`config.mk`:
```
export PLATFORM = sky130hd
export DESIGN_NAME = regfile_wr_sched
export DESIGN_NICKNAME = d
export VERILOG_FILES = /design/src/rtl/regfile_wr_sched.sv
export SDC_FILE = /design/constraint.sdc
export NUM_CORES = 1
export LEC_CHECK = 0
export ABC_AREA = 1
export BUFFER_PORTS_ARGS = -buffer_cell sky130_fd_sc_hd__buf_2
export CELL_PAD_IN_SITES_DETAIL_PLACEMENT = 0
export CELL_PAD_IN_SITES_GLOBAL_PLACEMENT = 1
export CORE_AREA = 2 2 68 70
export CTS_BUF_LIST = sky130_fd_sc_hd__clkbuf_4
export DETAILED_ROUTE_END_ITERATION = 8
export DIE_AREA = 0 0 70 72
export HOLD_SLACK_MARGIN = 0.05
export PLACE_DENSITY = 0.8
export REMOVE_ABC_BUFFERS = 1
export SLEW_MARGIN = 20
export SYNTH_ARGS = -nofsm -noshare
export SYNTH_HDL_FRONTEND = slang
export SYNTH_SLANG_ARGS = --single-unit
```
`constraint.sdc`:
```
create_clock -name clk -period 1.9 [get_ports clk]
set_clock_uncertainty 0.2 [all_clocks]
set_input_delay 0.285 -clock clk [delete_from_list [all_inputs] [get_ports clk]]
set_output_delay 0.285 -clock clk [all_outputs]
set_load 0.03 [all_outputs]
```
`src/rtl/regfile_wr_sched.sv`:
```
// -----------------------------------------------------------------------------
// regfile_wr_sched
//
// Write-port scheduler for the eight 8-bit CPU registers
// (B, C, D, E, H, L, A, F at indices 0..7).
//
// Three requesters share one registered write-data bus and a one-hot
// write-enable vector:
//   - ALU result    (8-bit, highest priority)
//   - memory load   (8-bit)
//   - IDU pair      (16-bit, issued as two consecutive 8-bit beats)
//
// Ports:
//   clk        system clock, rising edge
//   rst        asynchronous active-low reset
//   alu_*      ALU request: valid / idx / data, ready = grant this cycle
//   ld_*       load request: valid / idx / data, ready = grant this cycle
//   idu_*      pair request: valid / pair (0=BC,1=DE,2=HL,3=AF) / data,
//              ready = grant this cycle
//   reg_we     registered one-hot write enable, bit i = register i
//   reg_wd     registered write data shared by all registers
//   busy       high while the second pair beat is pending (state PAIR2)
//
// Parameters:
//   MASK_F         writes to F (index 7) force data[3:0] to zero
//   PAIR_HI_FIRST  pair writes issue the high register first when 1
// -----------------------------------------------------------------------------
module regfile_wr_sched #(
   parameter bit MASK_F        = 1'b1,
   parameter bit PAIR_HI_FIRST = 1'b1
) (
   input  logic        clk,
   input  logic        rst,

   input  logic        alu_valid,
   input  logic [2:0]  alu_idx,
   input  logic [7:0]  alu_data,
   output logic        alu_ready,

   input  logic        ld_valid,
   input  logic [2:0]  ld_idx,
   input  logic [7:0]  ld_data,
   output logic        ld_ready,

   input  logic        idu_valid,
   input  logic [1:0]  idu_pair,
   input  logic [15:0] idu_data,
   output logic        idu_ready,

   output logic [7:0]  reg_we,
   output logic [7:0]  reg_wd,
   output logic        busy
);

   typedef enum logic {
      IDLE  = 1'b0,
      PAIR2 = 1'b1
   } state_t;

   state_t      state_reg;
   logic [2:0]  pend_idx_reg;    // register index of the pending second beat
   logic [7:0]  pend_data_reg;   // data of the pending second beat
   logic [7:0]  reg_we_reg;
   logic [7:0]  reg_wd_reg;

   logic        idle;
   logic        alu_grant;
   logic        ld_grant;
   logic        idu_grant;

   logic [2:0]  hi_idx;
   logic [2:0]  lo_idx;
   logic [2:0]  first_idx;
   logic [7:0]  first_data;
   logic [2:0]  second_idx;
   logic [7:0]  second_data;

   logic        wr_valid;
   logic [2:0]  wr_idx;
   logic [7:0]  wr_data;
   logic [7:0]  wd_next;
   logic [7:0]  we_next;

   assign idle = (state_reg == IDLE);

   // Fixed priority ALU > LD > IDU, only while no pair beat is pending.
   assign alu_grant = idle && alu_valid;
   assign ld_grant  = idle && !alu_valid && ld_valid;
   assign idu_grant = idle && !alu_valid && !ld_valid && idu_valid;

   assign alu_ready = alu_grant;
   assign ld_ready  = ld_grant;
   assign idu_ready = idu_grant;

   // Pair p maps to high register 2p and low register 2p+1.
   assign hi_idx = {idu_pair, 1'b0};
   assign lo_idx = {idu_pair, 1'b1};

   always_comb begin
      if (PAIR_HI_FIRST) begin
         first_idx   = hi_idx;
         first_data  = idu_data[15:8];
         second_idx  = lo_idx;
         second_data = idu_data[7:0];
      end else begin
         first_idx   = lo_idx;
         first_data  = idu_data[7:0];
         second_idx  = hi_idx;
         second_data = idu_data[15:8];
      end
   end

   // Select the write that lands on the bus after the next edge. In PAIR2
   // no grant is possible, so the pending beat always wins there.
   always_comb begin
      wr_valid = 1'b0;
      wr_idx   = 3'd0;
      wr_data  = 8'h00;
      if (!idle) begin
         wr_valid = 1'b1;
         wr_idx   = pend_idx_reg;
         wr_data  = pend_data_reg;
      end else if (alu_grant) begin
         wr_valid = 1'b1;
         wr_idx   = alu_idx;
         wr_data  = alu_data;
      end else if (ld_grant) begin
         wr_valid = 1'b1;
         wr_idx   = ld_idx;
         wr_data  = ld_data;
      end else if (idu_grant) begin
         wr_valid = 1'b1;
         wr_idx   = first_idx;
         wr_data  = first_data;
      end
   end

   // The low nibble of F holds no flags, so it is always written as zero.
   always_comb begin
      wd_next = wr_data;
      if (MASK_F && (wr_idx == 3'd7)) begin
         wd_next[3:0] = 4'h0;
      end
   end

   generate
      for (genvar gi = 0; gi < 8; gi++) begin : g_we
         assign we_next[gi] = wr_valid && (wr_idx == 3'(gi));
      end
   endgenerate

   always_ff @(posedge clk or negedge rst) begin
      if (!rst) begin
         state_reg     <= IDLE;
         pend_idx_reg  <= 3'd0;
         pend_data_reg <= 8'h00;
         reg_we_reg    <= 8'h00;
         reg_wd_reg    <= 8'h00;
      end else begin
         reg_we_reg <= we_next;
         // Data bus keeps its last value when nothing is written.
         if (wr_valid) begin
            reg_wd_reg <= wd_next;
         end
         case (state_reg)
            IDLE: begin
               if (idu_grant) begin
                  state_reg     <= PAIR2;
                  pend_idx_reg  <= second_idx;
                  pend_data_reg <= second_data;
               end
            end
            PAIR2: begin
               state_reg <= IDLE;
            end
            default: begin
               state_reg <= IDLE;
            end
         endcase
      end
   end

   assign reg_we = reg_we_reg;
   assign reg_wd = reg_wd_reg;
   assign busy   = (state_reg == PAIR2);

endmodule

```
Word level (Yosys, flattened, before mapping)
Index checks and enable logic that the tools add are counted.
{"block": "classes", "add_sub_neg": 0, "multipliers": 0, "div": 0, "order_cmp": 0, "eq_ne": 7, "n_shift": 0, "muxes": 14, "n_bitwise": 1, "n_reduce_logical": 17}
{"operator": "8-bit 2-to-1 mux", "n": 4}
{"operator": "1-bit logical AND", "n": 13}
{"operator": "3-bit equality test (second input constant)", "n": 4}
{"operator": "3-bit 2-to-1 mux", "n": 4}
{"operator": "3-bit by 2-bit equality test with 1-bit output (second input constant)", "n": 2}
{"operator": "1-bit 2-to-1 mux", "n": 4}
{"operator": "4-bit 2-to-1 mux", "n": 1}
{"operator": "3-bit by 1-bit equality test with 1-bit output (second input constant)", "n": 1}
{"operator": "3-bit logical NOT", "n": 1}
{"operator": "1-bit logical NOT", "n": 2}
{"operator": "1-bit case mux with 2 select lines", "n": 1}
{"operator": "2-bit AND reduction", "n": 1}
{"operator": "1-bit inverter", "n": 1}
{"block": "totals", "reg_bits": 28, "latchBits": 0, "mem_bits_rw": 0, "rom_bits": 0, "output_inout_bits": 20, "mem_count": 0}

Logic depth before layout (Yosys ltp)
Gate-level depths: netlist of run 1.
{"block": "depth", "depth_word": 10, "ltp_mapped": 10, "mapped_depth_nobuf": 9}

Least setup slack after synthesis of run 1
OpenSTA, ideal clock, no wires.
{"block": "synth_timing", "path_type": "flip-flop to flip-flop", "startpoint": "register state_reg, in the netlist busy", "endpoint": "register reg_wd_reg[0], in the netlist reg_wd[0]", "setup_time_ns": 0.117, "arrival_time_ns": 1.463, "path_slack_ns": 0.120, "stages_incl_launch_ff": 10, "path_buffers": 1, "period_less_slack_ns": 1.780, "cell_sequence": "dfrtp_1 buf_6 nor2_8 nand2_1 inv_2 nand2_1 nand3b_4 nand3_4 nand2_1 nand2_1"}
{"block": "synth_via", "elab_cells_between_ends": 20, "classes_between": "eq/ne (1); mux (13); bitwise (1); reduce/logical (5)"}
{"element": "start: declaration", "line_no": "60", "source": "state_t state_reg;"}
{"element": "start signal: assignment", "line_no": "154", "source": "state_reg <= IDLE;"}
{"element": "start signal: assignment", "line_no": "168", "source": "state_reg <= PAIR2;"}
{"element": "start signal: assignment", "line_no": "174", "source": "state_reg <= IDLE;"}
{"element": "1-bit inverter (no line) (*)"}
{"element": "1-bit logical AND (*) (2 in a row)", "line_no": "88", "source": "assign ld_grant = idle && !alu_valid && ld_valid;"}
{"element": "via ld_ready", "line_no": "43", "source": "output logic ld_ready,"}
{"element": "3-bit 2-to-1 mux", "line_no": "127", "source": "end else if (ld_grant) begin"}
{"element": "3-bit 2-to-1 mux", "line_no": "123", "source": "end else if (alu_grant) begin"}
{"element": "3-bit 2-to-1 mux", "line_no": "119", "source": "if (!idle) begin"}
{"element": "3-bit equality test", "line_no": "141", "source": "if (MASK_F && (wr_idx == 3'd7)) begin"}
{"element": "4-bit 2-to-1 mux", "line_no": "141"}
{"element": "end signal: assignment", "line_no": "163", "source": "reg_wd_reg <= wd_next;"}
{"element": "end: declaration", "line_no": "64", "source": "logic [7:0] reg_wd_reg;"}
Mark *: on every way through the listed nets, which the timed path passes. The rest lies on a longest branch.
A chain may end at the register's enable or synchronous reset.

Worst setup path after layout of run 1
{"block": "layout_timing", "startpoint": "register state_reg, in the netlist busy", "endpoint": "register reg_wd_reg[6], in the netlist reg_wd[6]"}
{"block": "layout_via", "elab_chain_cells": 8, "elab_cells_between_ends": 14, "classes_between": "mux (8); bitwise (1); reduce/logical (5)"}
{"element": "1-bit inverter (no line)"}
{"element": "1-bit logical AND", "line_no": "88, 89"}
{"element": "1-bit logical AND (2 in a row)", "line_no": "89", "source": "assign idu_grant = idle && !alu_valid && !ld_valid && idu_valid;"}
{"element": "8-bit 2-to-1 mux or 1-bit 2-to-1 mux (tied branches)", "line_no": "131", "source": "end else if (idu_grant) begin"}
{"element": "8-bit 2-to-1 mux or 1-bit 2-to-1 mux (tied branches)", "line_no": "127"}
{"element": "8-bit 2-to-1 mux or 1-bit 2-to-1 mux (tied branches)", "line_no": "123"}
{"element": "8-bit 2-to-1 mux or 1-bit 2-to-1 mux (tied branches)", "line_no": "119"}
Several ways; a longest one is shown, not always the timed one.

==> metrics.txt, run 1 <==
outcome=finished, final reports clean; Cell Area, Synth=1360 sq um; Worst R2R Start=busy$_DFF_PN0_; vias in the first global route=1356; top sig layer=met4; critical path's most frequent cell=nand2_1; final hold violation count=0; switch share=0.331; DRC=0; critical path fanouts, max=5; Setup crit start kind=flop; grt total ovfl=0; Top Ports=65; Layout Utilization=0.484; antenna violations before repair=0; clock root cell=clkbuf_4; fin cells=316; Synth cell types=21; RSZ-0062 raised after global routing=yes; Syn Inst Count=168; Tot Pwr=1360 uW; Worst Tran Pin Value=629 ps; largest net degree at the start of global routing=29; die area=5040 sq um; routed len/inst=12.4 microns; register area share after synthesis=0.517; Crit-path slowest cell=dlygate4sd3_1; drt via density=4.44; worst path bufs/invs=2; Placer Congestion=0.804; period utilization=0.977; sw power=449 uW; Die Ht=72 microns; Top Family by Delay on Critical Path=buffers and inverters; ANT nets after route=0; DR WL met3=209 microns; CTS sink cnt=28; Worst setup EP type=flop; internal power=907 uW; insertion delay to the later sink of the worst-skew pair=320 ps; clock tree buffer depth=2; Metal-1 WL=1.69 mm; Iteration-0 DRC Markers=63; area of the core=4260 sq um; Worst-path clk slew=150 ps; Worst Path Arrival=1880 ps; Slew Viols, Final=0; chip width=70 microns; synthesis-stage register bit count=28; fillers=430; worst hold start=ld_data[5]; final instance area=2060 sq um; first-pass GRT wire length=6.28 mm; crit path cell chain=nor2_8 > nand3_4 > inv_8 > nand2_1 > nand2_1 > dlygate4sd3_1 > a21oi_1 > nand3_1; Critical Path Source=busy$_DFF_PN0_; Synth Warn #=0; metal2 WL=1.95 mm; sequential power share=0.519; final wirelength=3.92 mm; R2R setup slack=40 ps; Worst EP required=1920 ps; Hold Path Class=in -> reg; Initial Util=0.318; minimum clock period=1860 ps; clock network power share=0.177; Rows=24; Placed Instances=286; Vias=1403; CTS Buf Count=3; syn_area_per_cell=8.07 sq um; Power per Cell Area=657 nW/um^2; all-layer global routing usage=0.155; slowest stage delay, CP=550 ps; P_leak=0.00116 uW; TritonCTS clock tree=yes; max cap viols=0; Achievable Freq=539 MHz; n_diodes=0; # port buffers=64; Peak supply drop=0.000492 V; proportion of layout cells with a drive suffix above 1=0.390; Nets=311; H-tree level count=1; critical path start-end classification=reg -> reg; Area Growth Syn to Fin=52.2%; DP Wirelength=2.82 mm; # setup viols final=0; part of the power in combinational logic=0.304; DR pass1 iterations=4; DP Area=1760 sq um; Slew headroom=0.581
## metrics by stage
| step | hold WS (ps) | setup TNS, ps | setup WS (ps) |
|---|---|---|---|
| after CTS | 56.3 | -3.52 | -3.52 |
| final | 60.2 | 0 | 43.5 |
| after global routing | 64.6 | -29.7 | -26.4 |
| after floorplan | -211 | -609 | -121 |
| after detailed placement | 136 | 0 | 173 |
| after global placement | 128 | 0 | 207 |
## cell families after synthesis
| group | count (synthesis) | synth area share |
|---|---|---|
| AOI/OAI and AO/OA | 20 | 0.0876 |
| and+or+nand+nor | 101 | 0.334 |
| DFF | 28 | 0.517 |
| buffers and inverters | 19 | 0.0618 |
## worst min-delay path, cell delays in order
cell and delay [ps]:
buf_2 70, nand2_1 40, nand2_1 70, a21oi_2 30, nand3_1 50
## worst paths after layout
kind / end / depth (start not counted)
worst max register to register: reg_wd[6]$_DFFE_PN0P_ / 8
max in group asynchronous: busy$_DFF_PN0_ / 2
worst max-delay path: reg_wd[6]$_DFFE_PN0P_ / 8
worst min-delay path: reg_wd[5]$_DFFE_PN0P_ / 5
min in group asynchronous: reg_wd[6]$_DFFE_PN0P_ / 2
worst min register to register: pend_idx_reg[0]$_DFFE_PN0P_ / 1
## area by class of cell
cell class                 instances  area (sq um)  area share
sequential                        28           702       0.340
timing repair buffer              95           603       0.292
multi-input combinational        121           591       0.286
inverter                          16          75.1      0.0364
tap                               52          65.1      0.0315
clock buffer                       3          22.5      0.0109
timing repair inverter             1          6.26     0.00303
## power by group through the flow
| stage | clock network, uW | logic [uW] | registers (uW) |
|---|---|---|---|
| final | 240 | 412 | 704 |
| after global routing | 277 | 454 | 712 |
| after CTS | 250 | 398 | 703 |
| after detailed placement | 0 | 363 | 715 |
| after global placement | 0 | 359 | 713 |
| after floorplan | 0 | 148 | 783 |
## synth_stat cells
cell / count / share of area
o22ai_1: 3 / 0.014
inv_1: 5 / 0.014
nand3_1: 5 / 0.018
nor2_8: 1 / 0.015
o21ai_0: 1 / 0.0037
a21oi_1: 11 / 0.041
dfrtp_1: 28 / 0.52
buf_2: 1 / 0.0037
inv_2: 11 / 0.030
nand4_1: 1 / 0.0046
buf_4: 1 / 0.0055
a21oi_4: 1 / 0.012
nand2_2: 1 / 0.0046
nand3b_4: 1 / 0.015
nor2_1: 11 / 0.030
or2_1: 1 / 0.0046
nand3_4: 2 / 0.026
buf_6: 1 / 0.0083
o21ai_2: 1 / 0.0065
nand2_1: 78 / 0.22
o21ai_1: 3 / 0.011
## cells in the final DEF, fill, tap and decap left out, drive strengths merged
| master | count |
|---|---|
| a21oi | 12 |
| buf | 77 |
| clkbuf | 3 |
| dfrtp | 28 |
| dlygate4sd3 | 18 |
| inv | 17 |
| nand2 | 79 |
| nand3 | 7 |
| nand3b | 1 |
| nand4 | 1 |
| nor2 | 12 |
| o21ai | 5 |
| o22ai | 3 |
| or2 | 1 |
## metal layers
metal	GRT usage	vias up
met3	0.0458	8
li1	-	716
met2	0.275	41
met5	0	-
met4	0.0363	0
met1	0.186	638
## what timing repair did
action / in CTS / in global routing
hold buffers: 19 / 0
pin swaps: 0 / 2
endpoints found under the setup margin: 3 / 5
endpoints found under the hold margin: 41 / 0
buffers inserted: 0 / 8
cloned: 0 / 1
resized for setup: 5 / 9
Power figures use the tool's default switching activity.
==> run 2: changes to the inputs <==
--- a/config.mk
+++ b/config.mk
@@ -15,6 +15,7 @@
 export DIE_AREA = 0 0 70 72
 export HOLD_SLACK_MARGIN = 0.05
 export PLACE_DENSITY = 0.8
+export RECOVER_POWER = 50
 export REMOVE_ABC_BUFFERS = 1
 export SLEW_MARGIN = 20
 export SYNTH_ARGS = -nofsm -noshare
==> run 2 against run 1 <==
Compared with the run above: sequential share of layout area is 0.17 points higher; highest routed layer unchanged; cell count stayed put; global-route usage stayed put; register-to-register slack hardly changed; critical path type unchanged; non-clock buffer count stayed put.
==> metrics.txt, run 2 (synthesis gave the netlist of run 1 again) <==
outcome=finished, final reports clean; Worst R2R Path Depth=8 (unchanged); final hold violation count=0 (unchanged); Slew headroom=0.533 (-0.0473); vias in the first global route=1356 (unchanged); crit path cell chain=nor2_8 > nand3_4 > inv_8 > nand2_1 > nand2_1 > dlygate4sd3_1 > a21oi_1 > nand3_1; Worst EP required=1920 ps (about the same); hold endpoint=reg_wd[5]$_DFFE_PN0P_; commonest non-fill, non-tap cells in the layout=nand2_1 (76), buf_2 (53), dfrtp_1 (27), dlygate4sd3_1 (18), buf_4 (15); Slew Viols, Final=0 (unchanged); critical path start-end classification=reg -> reg; P_leak=0.00112 uW (-2.8%); Top Ports=65 (unchanged); period utilization=0.977 (unchanged); Area Growth Syn to Fin=51.5%; critical path fanouts, max=5 (unchanged); grt peak-use layer=met2; CTS sink cnt=28 (unchanged); chip width=70 microns (unchanged); Worst setup EP type=flop; Worst Hold Path Cells=5 (unchanged); Achievable Freq=539 MHz (unchanged); antenna violations before repair=0 (unchanged); Setup crit start kind=flop; Iteration-0 DRC Markers=63 (unchanged); grt total ovfl=0 (unchanged); R2R setup slack=40 ps (about the same); # setup viols final=0 (unchanged); Worst-path clk slew=150 ps (about the same); Initial Util=0.318 (unchanged); Worst Tran Pin Value=700 ps (+71.0 ps); Placer Congestion=0.804 (unchanged); TritonCTS clock tree=yes; RSZ-0062 raised after global routing=yes; most common cell after layout, fill and taps aside=nand2_1; met3 Use GR=0.0458 (unchanged); all-layer global routing usage=0.155 (unchanged); clock tree buffer depth=2 (unchanged); GR Util met1=0.186 (unchanged); ANT nets after route=0 (unchanged); DR pass1 iterations=4 (unchanged); routed len/inst=12.4 microns (+0.36%); largest net degree at the start of global routing=29 (unchanged); internal power=903 uW (-0.43%); critical path's most frequent cell=nand2_1; Peak supply drop=0.000492 V (about the same); drt via density=4.44 (unchanged); max cap viols=0 (unchanged); post-route setup slack=43.5 ps (unchanged); first-pass GRT wire length=6.28 mm (unchanged); worst hold start=ld_data[5]; clock network power share=0.178 (about the same); Setup WS pre-CTS=173 ps (unchanged); Power per Cell Area=659 nW/um^2 (+0.25%); Die Ht=72 microns (unchanged); minimum clock period=1860 ps (unchanged); Vias=1403 (unchanged); routing usage on met2=0.275 (unchanged); sequential power share=0.520 (about the same); fillers=437 (+1.6%); slowest stage delay, CP=550 ps (about the same); Crit-path slowest cell=dlygate4sd3_1; Rows=24 (unchanged); die area=5040 sq um (unchanged); Worst Path Arrival=1880 ps (about the same); n_diodes=0 (unchanged); part of the power in combinational logic=0.302 (-0.002); Hold Path Class=in -> reg; # port buffers=64 (unchanged); Worst R2R Start=busy$_DFF_PN0_; final wirelength=3.93 mm (+0.36%); DP Wirelength=2.82 mm (unchanged); switch share=0.332 (+0.00128); clock root cell=clkbuf_4; area of the core=4260 sq um (unchanged); CTS Buf Count=3 (unchanged); DRC=0 (unchanged); insertion delay to the later sink of the worst-skew pair=320 ps (about the same); proportion of layout cells with a drive suffix above 1=0.360 (-0.0303); sw power=450 uW (+0.15%); H-tree level count=1 (unchanged); Nets=311 (unchanged); reg-to-reg endpoint=reg_wd[6]$_DFFE_PN0P_; Layout Utilization=0.482 (-0.00235)
## run 2: changes by cell type in the layout (fill, tap and decap cells not counted), sizes merged
cell    change
buf         -9
clkbuf      +9
## run 2: worst max-delay path by stage
stage / from / end / cells past startpoint / slack [ps]
2_1_floorplan: busy$_DFF_PN0_ / reg_wd[0]$_DFFE_PN0P_ / 8 / -120
3_3_place_gp: busy$_DFF_PN0_ / reg_wd[0]$_DFFE_PN0P_ / 9 / 210
3_5_place_dp: busy$_DFF_PN0_ / reg_wd[0]$_DFFE_PN0P_ / 9 / 170
4_1_cts: busy$_DFF_PN0_ / alu_ready / 4 / -4
5_1_grt: busy$_DFF_PN0_ / reg_wd[6]$_DFFE_PN0P_ / 8 / -30
6_report: busy$_DFF_PN0_ / reg_wd[6]$_DFFE_PN0P_ / 8 / 40
## run 2: stage by stage
| step | hold slack (ps) | total power (uW) | setup TNS, ps | instances | cell area [sq um] |
|---|---|---|---|---|---|
| finish | 60.2 | 1350 | 0 | 316 | 2050 |
| global route | 64.6 | 1440 | -29.7 | 316 | 2050 |
| CTS | 56.3 | 1350 | -3.52 | 308 | 1980 |
| detailed placement | 136 | 1080 | 0 | 286 | 1760 |
| global placement | 128 | 1070 | 0 | 286 | 1760 |
| floorplan | -211 | 931 | -609 | 165 | 1330 |
## run 2: final cells by class
cell class	instances	area, sq um	area share
Clock buffer	3	22.5	0.0110
Timing Repair inverter	1	6.26	0.00305
Timing Repair Buffer	95	593	0.289
Sequential cell	28	702	0.342
Multi-Input combinational cell	121	591	0.287
Inverter	16	75.1	0.0365
Tap cell	52	65.1	0.0317
## run 2: what timing repair did
| action | in CTS | in global routing |
|---|---|---|
| gates cloned | 0 | 1 |
| setup buffers | 0 | 8 |
| gates resized for setup | 5 | 9 |
| hold buffers | 19 | 0 |
| endpoints found under the hold margin | 41 | 0 |
| setup endpoints to repair | 3 | 5 |
| pin swaps | 0 | 2 |
## run 2: per-layer routing
layer / vias up / share of wire / wire length (microns)
li1: 716 / - / -
met1: 638 / 0.43 / 1700
met2: 41 / 0.50 / 1950
met3: 8 / 0.055 / 217
met4: 0 / 0.018 / 70
met5: - / 0 / 0
## run 2: power groups by stage
stage / Combinational, uW / Clock (uW) / Sequential (uW)
floorplan: 148 / 0 / 783
global placement: 359 / 0 / 713
detailed placement: 363 / 0 / 715
CTS: 398 / 250 / 703
global route: 450 / 277 / 713
finish: 409 / 240 / 704
## run 2: critical path: cells and delay by family (launching register included)
family	cells	cell delay (ps)
flip-flops	1	480
AO/OA/AOI/OAI	1	140
AND/OR/NAND/NOR	5	350
buffers and inverters	2	600
